### config.mk
export PLATFORM = sky130hd
export DESIGN_NAME = rx_deframer
export DESIGN_NICKNAME = d
export VERILOG_FILES = /design/src/rtl/rx_deframer_pkg.sv /design/src/rtl/rx_deframer_crc.sv /design/src/rtl/rx_deframer.sv
export SDC_FILE = /design/constraint.sdc
export NUM_CORES = 1
export LEC_CHECK = 0
export CAP_MARGIN = 15
export CORE_UTILIZATION = 29
export CTS_CLUSTER_DIAMETER = 40
export DETAILED_ROUTE_END_ITERATION = 8
export SLEW_MARGIN = 20
export SYNTH_ARGS = -nofsm -noshare
export SYNTH_HDL_FRONTEND = slang
export SYNTH_SLANG_ARGS = --single-unit
### constraint.sdc
create_clock -name netclk -period 2.2 [get_ports netclk]
set_input_delay 0.22 -clock netclk [delete_from_list [all_inputs] [get_ports netclk]]
set_output_delay 0.22 -clock netclk [all_outputs]
set_load 0.1 [all_outputs]
### src/rtl/rx_deframer_pkg.sv
// Shared types and constants for the HDLC receive deframer and its CRC unit.
package rx_deframer_pkg;

  typedef enum logic [2:0] {
    HUNT     = 3'b001,
    SYNC     = 3'b010,
    IN_FRAME = 3'b100
  } state_t;

  localparam logic [7:0]  FLAG             = 8'h7E;
  localparam logic [15:0] CRC_INIT         = 16'hFFFF;
  localparam logic [15:0] CRC_RESIDUE      = 16'h1D0F;
  localparam logic [15:0] CRC_POLY         = 16'h1021;
  localparam int          MIN_FRAME_OCTETS = 3;
  localparam int          OCTET_CNT_W      = $clog2(MIN_FRAME_OCTETS + 1);

  function automatic logic [5:0] count_ones8(input logic [7:0] v);
    logic [5:0] n;
    n = '0;
    for (int i = 0; i < 8; i++) n = n + 6'(v[i]);
    return n;
  endfunction

  // Length of the run of ones inside a flag; one fewer forces a stuffed zero.
  localparam logic [5:0] FLAG_ONES = count_ones8(FLAG);

  function automatic logic crc_good(input logic [15:0] value);
    return value == CRC_RESIDUE;
  endfunction

endpackage

### src/rtl/rx_deframer_crc.sv
// Bit-serial CRC-16 (poly 0x1021) shifting toward the MSB; clear wins over enable.
module crc16_serial
  import rx_deframer_pkg::*;
(
  input  logic        clk,
  input  logic        clear,
  input  logic        enable,
  input  logic        bit_in,
  output logic [15:0] crc
);

  logic [15:0] crc_reg;
  logic [15:0] crc_next;
  logic        feedback;

  assign feedback    = bit_in ^ crc_reg[15];
  assign crc_next[0] = feedback & CRC_POLY[0];

  genvar gi;
  generate
    for (gi = 1; gi < 16; gi++) begin : g_bit
      assign crc_next[gi] = crc_reg[gi-1] ^ (feedback & CRC_POLY[gi]);
    end
  endgenerate

  always_ff @(posedge clk) begin
    if (clear) begin
      crc_reg <= CRC_INIT;
    end else if (enable) begin
      crc_reg <= crc_next;
    end
  end

  assign crc = crc_reg;

endmodule

### src/rtl/rx_deframer.sv
// HDLC receive deframer: flag sync, zero destuffing, 2-octet FCS holdback.
// Optional FCS checking is compiled in with macro RX_DEFRAMER_FCS_CHECK_EN.
module rx_deframer
  import rx_deframer_pkg::*;
(
  input  logic       netclk,
  input  logic       reset,
  input  logic       rxdata,
  output logic [7:0] data_out,
  output logic       data_valid,
  output logic       sof,
  output logic       eop,
  output logic       frame_ok,
  output logic       abort,
  output logic       in_sync
);

  state_t                 state_reg, state_next;
  logic [5:0]             ones_reg, ones_next;
  logic [2:0]             bit_cnt_reg, bit_cnt_next;
  logic [OCTET_CNT_W-1:0] octet_cnt_reg, octet_cnt_next;
  logic [6:0]             shift_reg, shift_next;
  logic [7:0]             hold0_reg, hold0_next;
  logic [7:0]             hold1_reg, hold1_next;
  logic [1:0]             held_reg, held_next;
  logic                   first_reg, first_next;
  logic [7:0]             data_out_reg, data_out_next;
  logic                   dv_reg, dv_next;
  logic                   sof_reg, sof_next;
  logic                   eop_reg, eop_next;
  logic                   ok_reg, ok_next;
  logic                   abort_reg, abort_next;
  logic                   in_sync_reg;

  logic       is_flag, is_abort, data_bit, octet_done;
  logic       aligned, long_enough, crc_ok;
  logic [7:0] octet;

  assign is_flag     = ~rxdata && (ones_reg == FLAG_ONES);
  assign is_abort    = rxdata && (ones_reg == FLAG_ONES);
  assign data_bit    = (ones_reg < FLAG_ONES - 6'd1) && (state_reg != HUNT);
  assign octet_done  = data_bit && (bit_cnt_reg == 3'd7);
  assign octet       = {rxdata, shift_reg};
  // The flag's leading 0 and first five 1s pass as data bits before it is recognised,
  // so an aligned closing flag leaves the bit counter at FLAG_ONES, not 0.
  assign aligned     = (bit_cnt_reg == 3'(FLAG_ONES));
  assign long_enough = (octet_cnt_reg == OCTET_CNT_W'(MIN_FRAME_OCTETS));

`ifdef RX_DEFRAMER_FCS_CHECK_EN
  logic [15:0] crc_value;
  logic [15:0] crc_snap_reg;
  logic        snap_pending_reg;

  crc16_serial u_crc (
    .clk    (netclk),
    .clear  (reset | is_flag | is_abort),
    .enable (data_bit),
    .bit_in (rxdata),
    .crc    (crc_value)
  );

  // Capture the CRC at each octet boundary so the flag-prefix bits are excluded.
  always_ff @(posedge netclk) begin
    if (reset) begin
      snap_pending_reg <= 1'b0;
      crc_snap_reg     <= CRC_INIT;
    end else begin
      snap_pending_reg <= octet_done;
      if (snap_pending_reg) crc_snap_reg <= crc_value;
    end
  end

  assign crc_ok = crc_good(crc_snap_reg);
`else
  assign crc_ok = 1'b1;
`endif

  always_comb begin
    ones_next      = rxdata ? ((&ones_reg) ? ones_reg : ones_reg + 6'd1) : 6'd0;
    state_next     = state_reg;
    bit_cnt_next   = bit_cnt_reg;
    octet_cnt_next = octet_cnt_reg;
    shift_next     = shift_reg;
    hold0_next     = hold0_reg;
    hold1_next     = hold1_reg;
    held_next      = held_reg;
    first_next     = first_reg;
    data_out_next  = data_out_reg;
    dv_next        = 1'b0;
    sof_next       = 1'b0;
    eop_next       = 1'b0;
    ok_next        = 1'b0;
    abort_next     = 1'b0;

    if (is_abort) begin
      abort_next     = (state_reg == IN_FRAME);
      state_next     = HUNT;
      bit_cnt_next   = '0;
      octet_cnt_next = '0;
      held_next      = '0;
      first_next     = 1'b0;
    end else if (is_flag) begin
      eop_next       = (state_reg == IN_FRAME);
      ok_next        = (state_reg == IN_FRAME) && aligned && long_enough && crc_ok;
      state_next     = SYNC;
      bit_cnt_next   = '0;
      octet_cnt_next = '0;
      held_next      = '0;
      first_next     = 1'b1;
    end else if (data_bit) begin
      shift_next   = octet[7:1];
      bit_cnt_next = bit_cnt_reg + 3'd1;
      if (octet_done) begin
        if (state_reg == SYNC) state_next = IN_FRAME;
        if (!long_enough) octet_cnt_next = octet_cnt_reg + OCTET_CNT_W'(1);
        case (held_reg)
          2'd0: begin
            hold0_next = octet;
            held_next  = 2'd1;
          end
          2'd1: begin
            hold1_next = octet;
            held_next  = 2'd2;
          end
          default: begin
            dv_next       = 1'b1;
            sof_next      = first_reg;
            first_next    = 1'b0;
            data_out_next = hold0_reg;
            hold0_next    = hold1_reg;
            hold1_next    = octet;
          end
        endcase
      end
    end
  end

  always_ff @(posedge netclk) begin
    if (reset) begin
      state_reg     <= HUNT;
      ones_reg      <= '0;
      bit_cnt_reg   <= '0;
      octet_cnt_reg <= '0;
      shift_reg     <= '0;
      hold0_reg     <= '0;
      hold1_reg     <= '0;
      held_reg      <= '0;
      first_reg     <= 1'b0;
      data_out_reg  <= 8'h00;
      dv_reg        <= 1'b0;
      sof_reg       <= 1'b0;
      eop_reg       <= 1'b0;
      ok_reg        <= 1'b0;
      abort_reg     <= 1'b0;
      in_sync_reg   <= 1'b0;
    end else begin
      state_reg     <= state_next;
      ones_reg      <= ones_next;
      bit_cnt_reg   <= bit_cnt_next;
      octet_cnt_reg <= octet_cnt_next;
      shift_reg     <= shift_next;
      hold0_reg     <= hold0_next;
      hold1_reg     <= hold1_next;
      held_reg      <= held_next;
      first_reg     <= first_next;
      data_out_reg  <= data_out_next;
      dv_reg        <= dv_next;
      sof_reg       <= sof_next;
      eop_reg       <= eop_next;
      ok_reg        <= ok_next;
      abort_reg     <= abort_next;
      in_sync_reg   <= (state_reg != HUNT);
    end
  end

  assign data_out   = data_out_reg;
  assign data_valid = dv_reg;
  assign sof        = sof_reg;
  assign eop        = eop_reg;
  assign frame_ok   = ok_reg;
  assign abort      = abort_reg;
  assign in_sync    = in_sync_reg;

endmodule

==> impl_metrics.env <==
export IMPL_die_w_um=92.6
export IMPL_status="finished clean"
export IMPL_cts_setup_buffers=0
export IMPL_ys_seq_elements=54
export IMPL_slowest_stage="or4b_1"
export IMPL_arrival_ns=2.15
export IMPL_slew_headroom_pct=43.7
export IMPL_worstSetupEndpointType="flip-flop"
export IMPL_root_buffer="clkbuf_8"
export IMPL_synth_cells=236
export IMPL_synth_avg_cell_area_um2=10.1
export IMPL_synth_edff_count=0
export IMPL_cellPowerDensity_nw_per_um2=580
export IMPL_rows=32
export IMPL_fp_dieArea_um2=8580
export IMPL_whs_ns=0.480
export IMPL_async_reset_ff_share_pct=0
export IMPL_clk_pin_slew_ns=0.10
export IMPL_cts_buffers=5
export IMPL_max_cap_violations=0
export IMPL_synth_area_leaders="dfxtp_1 45%, mux2i_1 14%, nand2b_1 8.4%"
export IMPL_clkSinkCount=54
export IMPL_worst_setup_path_start_kind="flip-flop"
export IMPL_h_tree_depth=2
export IMPL_post_route_min_period_ns=1.94
export IMPL_cts_resized=0
export IMPL_rr_worst_depth=6
export IMPL_rsz0062_at_grt="false"
export IMPL_grtUsageTotal_pct=11.1
export IMPL_drive_above_1_share_pct=16.1
export IMPL_power_w=0.00161
export IMPL_drtPass1Iterations=4
export IMPL_hold_violations=0
export IMPL_fin_tns_setup_ns=0
export IMPL_hold_start="hold1_reg[6]$_SDFFE_PP0P_"
export IMPL_nets=270
export IMPL_syn_nets=246
export IMPL_synth_largest_area_cell="dfxtp_1"
export IMPL_tightest_slew_ns=0.842
export IMPL_wl_per_cell_um=12.5
export IMPL_crit_chain="ha_1 -> ha_1 -> or4b_1 -> nor4_2 -> mux2i_1 -> nor2_1"
export IMPL_clock_skew_ns=0.0134
export IMPL_timing_critical_path_buf_inv=0
export IMPL_synthFlopType="dfxtp_1"
export IMPL_cpPeakStageDelay_ns=0.53
export IMPL_max_freq_ghz=0.515
export IMPL_path_class="flip-flop to flip-flop"
export IMPL_setup_slack_ns=0.258
export IMPL_pre_cts_slack_ns=0.263
export IMPL_drcViolationCount=0
export IMPL_crit_path_max_fanout=4
export IMPL_final_common_cell="dfxtp_1"
export IMPL_place_inst=355
export IMPL_hold_class="flip-flop to flip-flop"
export IMPL_min_delay_path_depth=2
export IMPL_r2r_end="octet_cnt_reg[1]$_SDFFE_PP0P_"
export IMPL_cts_hold_buf=0
export IMPL_die_h_um=92.6
export IMPL_synth_cell_types=35
export IMPL_syn_to_final_growth_pct=16.3
export IMPL_core_area_um2=7850
export IMPL_clock_latency_ns=0.31
export IMPL_min_to="hold1_reg[6]$_SDFFE_PP0P_"
export IMPL_path_delay_family="simple AND/OR/NAND/NOR gates"
export IMPL_vias=1694
export IMPL_grt_max_degree=30
export IMPL_worst_path_most_repeated_cell="ha_1"
export IMPL_worst_ep_required_time_ns=2.41
export IMPL_io_pins=17
export IMPL_detail_route_antenna_nets=0
export IMPL_ys_seq_area_share_pct=45.4
export IMPL_setup_violations=0
export IMPL_gp_congestion=0.780
export IMPL_yosysWarningCount=0
export IMPL_antenna_found_initial=0
export IMPL_r2r_start="bit_cnt_reg[1]$_SDFFE_PP0N_"
export IMPL_irDropWorstVdd_mv=0.237
export IMPL_final_cells=363
export IMPL_leakage_nw=1.03
export IMPL_port_buffers=16
export IMPL_wl_um=4550
export IMPL_start_util_pct=30.4
export IMPL_grt_pass1_wl_um=7580
export IMPL_grt_overflow=0
export IMPL_yosysTopAreaCellShare_pct=45.4
export IMPL_syn_area_um2=2380
export IMPL_clockBufferDepth=2
export IMPL_drtIter0Drc=62
export IMPL_cts_tree="done"
export IMPL_n_antenna_cell=0
export IMPL_grt_pass1_vias=1572
export IMPL_via_per_inst=4.67
export IMPL_dpl_hpwl_um=3200
export IMPL_period_share_pct=88.3
export IMPL_r2r_slack_ns=0.26
export IMPL_final_cell_mix="54 x dfxtp_1, 34 x mux2i_1, 32 x nand2b_1, 26 x buf_4, 13 x nor2_1"
export IMPL_slew_viol_final=0
==> worst min-delay path: stages (launching register included) <==
cell and delay (ns):
dfxtp_1 0.32, nand2b_1 0.06, mux2i_1 0.06
==> how the worst max path moves through the flow <==
stage | start | to | slack, ns | depth (start not counted)
after floorplan | ones_reg[0]$_SDFFE_PP0N_ | hold1_reg[0]$_SDFFE_PP0P_ | 0.35 | 7
after global placement | bit_cnt_reg[0]$_SDFFE_PP0N_ | octet_cnt_reg[1]$_SDFFE_PP0P_ | 0.33 | 6
after detailed placement | bit_cnt_reg[0]$_SDFFE_PP0N_ | octet_cnt_reg[1]$_SDFFE_PP0P_ | 0.26 | 6
after CTS | bit_cnt_reg[0]$_SDFFE_PP0N_ | octet_cnt_reg[1]$_SDFFE_PP0P_ | 0.26 | 6
after global routing | bit_cnt_reg[1]$_SDFFE_PP0N_ | octet_cnt_reg[1]$_SDFFE_PP0P_ | 0.14 | 6
final | bit_cnt_reg[1]$_SDFFE_PP0N_ | octet_cnt_reg[1]$_SDFFE_PP0P_ | 0.26 | 6
==> cells in the mapped netlist (2+ instances only) <==
| cell | number |
|---|---|
| ha_1 | 7 |
| nor3b_1 | 4 |
| clkbuf_1 | 9 |
| nor4_4 | 3 |
| nor2_1 | 13 |
| nand3_1 | 5 |
| and3_1 | 2 |
| and4_1 | 2 |
| a31oi_1 | 2 |
| a21oi_1 | 5 |
| nor3_1 | 5 |
| a211oi_1 | 2 |
| nand2_1 | 12 |
| nand2b_1 | 32 |
| o21ai_0 | 10 |
| xnor2_1 | 5 |
| dfxtp_1 | 54 |
| mux2i_1 | 34 |
| a21o_1 | 9 |
| inv_1 | 6 |
==> cell type report <==
| type | count | area, um2 |
|---|---|---|
| fill | 830 | 5080 |
| multi-input combinational | 165 | 1230 |
| sequential | 54 | 1080 |
| timing repair buffer | 28 | 215 |
| tap | 102 | 128 |
| clock buffer | 6 | 82.6 |
| inverter | 6 | 22.5 |
| clock inverter | 2 | 12.5 |
==> power breakdown <==
part	leakage, nW	switching [W]	internal [W]	total, W
sequential	0.435	0.00000295	0.000978	0.000981
clock	0.0472	0.000330	0.000254	0.000584
combinational	0.547	0.0000215	0.0000194	0.0000409
total	1.03	0.000354	0.00125	0.00161
==> stage by stage <==
stage	instance area [um2]	util (%)
2_1_floorplan	2380	-
6_report	2770	35.3
5_1_grt	2770	35.3
3_3_place_gp	2680	34.1
4_1_cts	2770	35.3
3_5_place_dp	2680	34.1
==> kinds of logic after synthesis <==
group	share of synthesized area (%)
flip-flops	45.4
AO/OA/AOI/OAI	7.46
AND/OR/NAND/NOR	24.0
XOR/XNOR	2.21
multiplexers	14.3
adder cells (fa/ha/maj)	3.68
buffers and inverters	3.05
==> routing by layer <==
layer  GRT usage, %  share of wire, %  routed length, um  vias to the layer above
met5              0                 0                  0                        -
met3           2.05               2.2                 99                        5
li1               -                 -                  -                      860
met4           4.23               1.6                 75                        0
met1           14.8                52               2370                      807
met2           17.8                44               2000                       22
No activity file was read; power rests on OpenSTA's default activity.
==> RTL change, RTL diff (same flow settings) <==
Remove the register `abort_reg`: a continuous assignment takes its place, so the output `abort` follows one clock earlier.
--- a/src/rtl/rx_deframer.sv
+++ b/src/rtl/rx_deframer.sv
@@ -151,7 +151,6 @@
       sof_reg       <= 1'b0;
       eop_reg       <= 1'b0;
       ok_reg        <= 1'b0;
-      abort_reg     <= 1'b0;
       in_sync_reg   <= 1'b0;
     end else begin
       state_reg     <= state_next;
@@ -168,10 +167,11 @@
       sof_reg       <= sof_next;
       eop_reg       <= eop_next;
       ok_reg        <= ok_next;
-      abort_reg     <= abort_next;
       in_sync_reg   <= (state_reg != HUNT);
     end
   end
+
+  assign abort_reg = abort_next;
 
   assign data_out   = data_out_reg;
   assign data_valid = dv_reg;
Formal check against the unedited RTL: no difference found for any inputs over 10 cycles, from zero or initial values and one cycle with reset high; that may be too few to reach the edited logic, so the function may still have changed.
==> RTL change against the unedited design <==
Final area rose by 7.2%; final cell count rose by 6.3%; combinational power rose by 30%; sequential cell count fell by 1; clock skew fell by 7.5 ps; sequential power fell by 2%; global-route usage rose by 0.71 points; area after synthesis rose by 8.1%; die area rose by 7.9%; power rose by 0.16%; hold slack got worse by 3.8 ps; wire length rose by 11%; largest power group unchanged; first-iteration DRC count rose by 130%; setup slack got worse by 130 ps.
==> RTL change: results (changes against the unedited design) <==
detailed-placement wirelength estimate 3390 µm (was 3200 µm); Layout Nets 287 (was 270); Multi-input comb cells 181 (was 165); Netlist cell types 39 (was 35); multi-input gate share of total cell area 0.474 (was 0.444); clock-cell share of area 0.0320 (was 0.0343); met3 Track Usage GR 0.0308 (was 0.0205); status completed (unchanged); crit path max fanout 8 (was 4); M2 GR Usage 0.196 (was 0.178); top cells by area, synth dfxtp_1 41%, mux2i_1 13%, nand2b_1 8.3%, ha_1 3.4%, a2111oi_4 3.2% (was dfxtp_1 45%, mux2i_1 14%, nand2b_1 8.4%, ha_1 3.7%, a21o_1 2.8%); sequential group share of total power 0.598 (was 0.611); Mapped Nets 273 (was 246); worst slew pin tran 560 ps (was 842 ps); Sequential Area 1060 µm² (was 1080 µm²); Comb power 53.0 µW (was 40.9 µW); vias in the first global route 1743 (was 1572); layout cell share with drive strength beyond 1 0.201 (was 0.161); Switching Fraction 0.245 (was 0.221); fillcell total 900 (was 830); Signal buf overhead 0.0817 (was 0.0777); met2 wire len 2410 µm (was 2000 µm); Iter 0 DRT Violations 145 (was 62); slowest stage delay, CP 550 ps (was 530 ps); P_leak 0.00103 µW (about the same); bufs w/o clock 29 (was 28); CP max-delay cell or4b_4 (was or4b_1); met1 usage 0.150 (was 0.148); reg-to-reg slack, setup 130 ps (was 260 ps)
[RTL change: changes by cell type in the layout (fill, tap and decap cells not counted), moves of 3 or more]
cell       unedited run  this run
a2111oi_4             0         3
dfxtp_1              54        51
nand2_1              12         5
nor2_1               13         8
nor2b_1               1         6
nor4_1                1         5
o21ai_0              10        16
o31ai_1               0         3
or3b_2                0         9
or4_1                 1         4
xnor2_1               5         0
[RTL change: cell families after synthesis]
family          share of synthesized area
buf+inv                            0.0500
simple gates                        0.227
flops                               0.412
mux                                 0.132
compound gates                      0.141
fa+ha+maj                          0.0340
xor+xnor                          0.00340
[RTL change: per-stage QoR]
stage	instances	util	power, µW	hold WS, ps	worst slack (ps)
finish	386	0.342	1610	477	127
global route	386	0.342	1670	504	9.23
CTS	385	0.340	1630	481	41.2
detailed placement	377	0.329	1040	466	69.8
global placement	377	0.329	1040	457	128
floorplan	263	-	1030	397	-108
[RTL change: worst min-delay path, cell delays in order, from the launching register on]
cell and delay (ps):
dfxtp_1 320, nand2b_1 60, mux2i_1 60
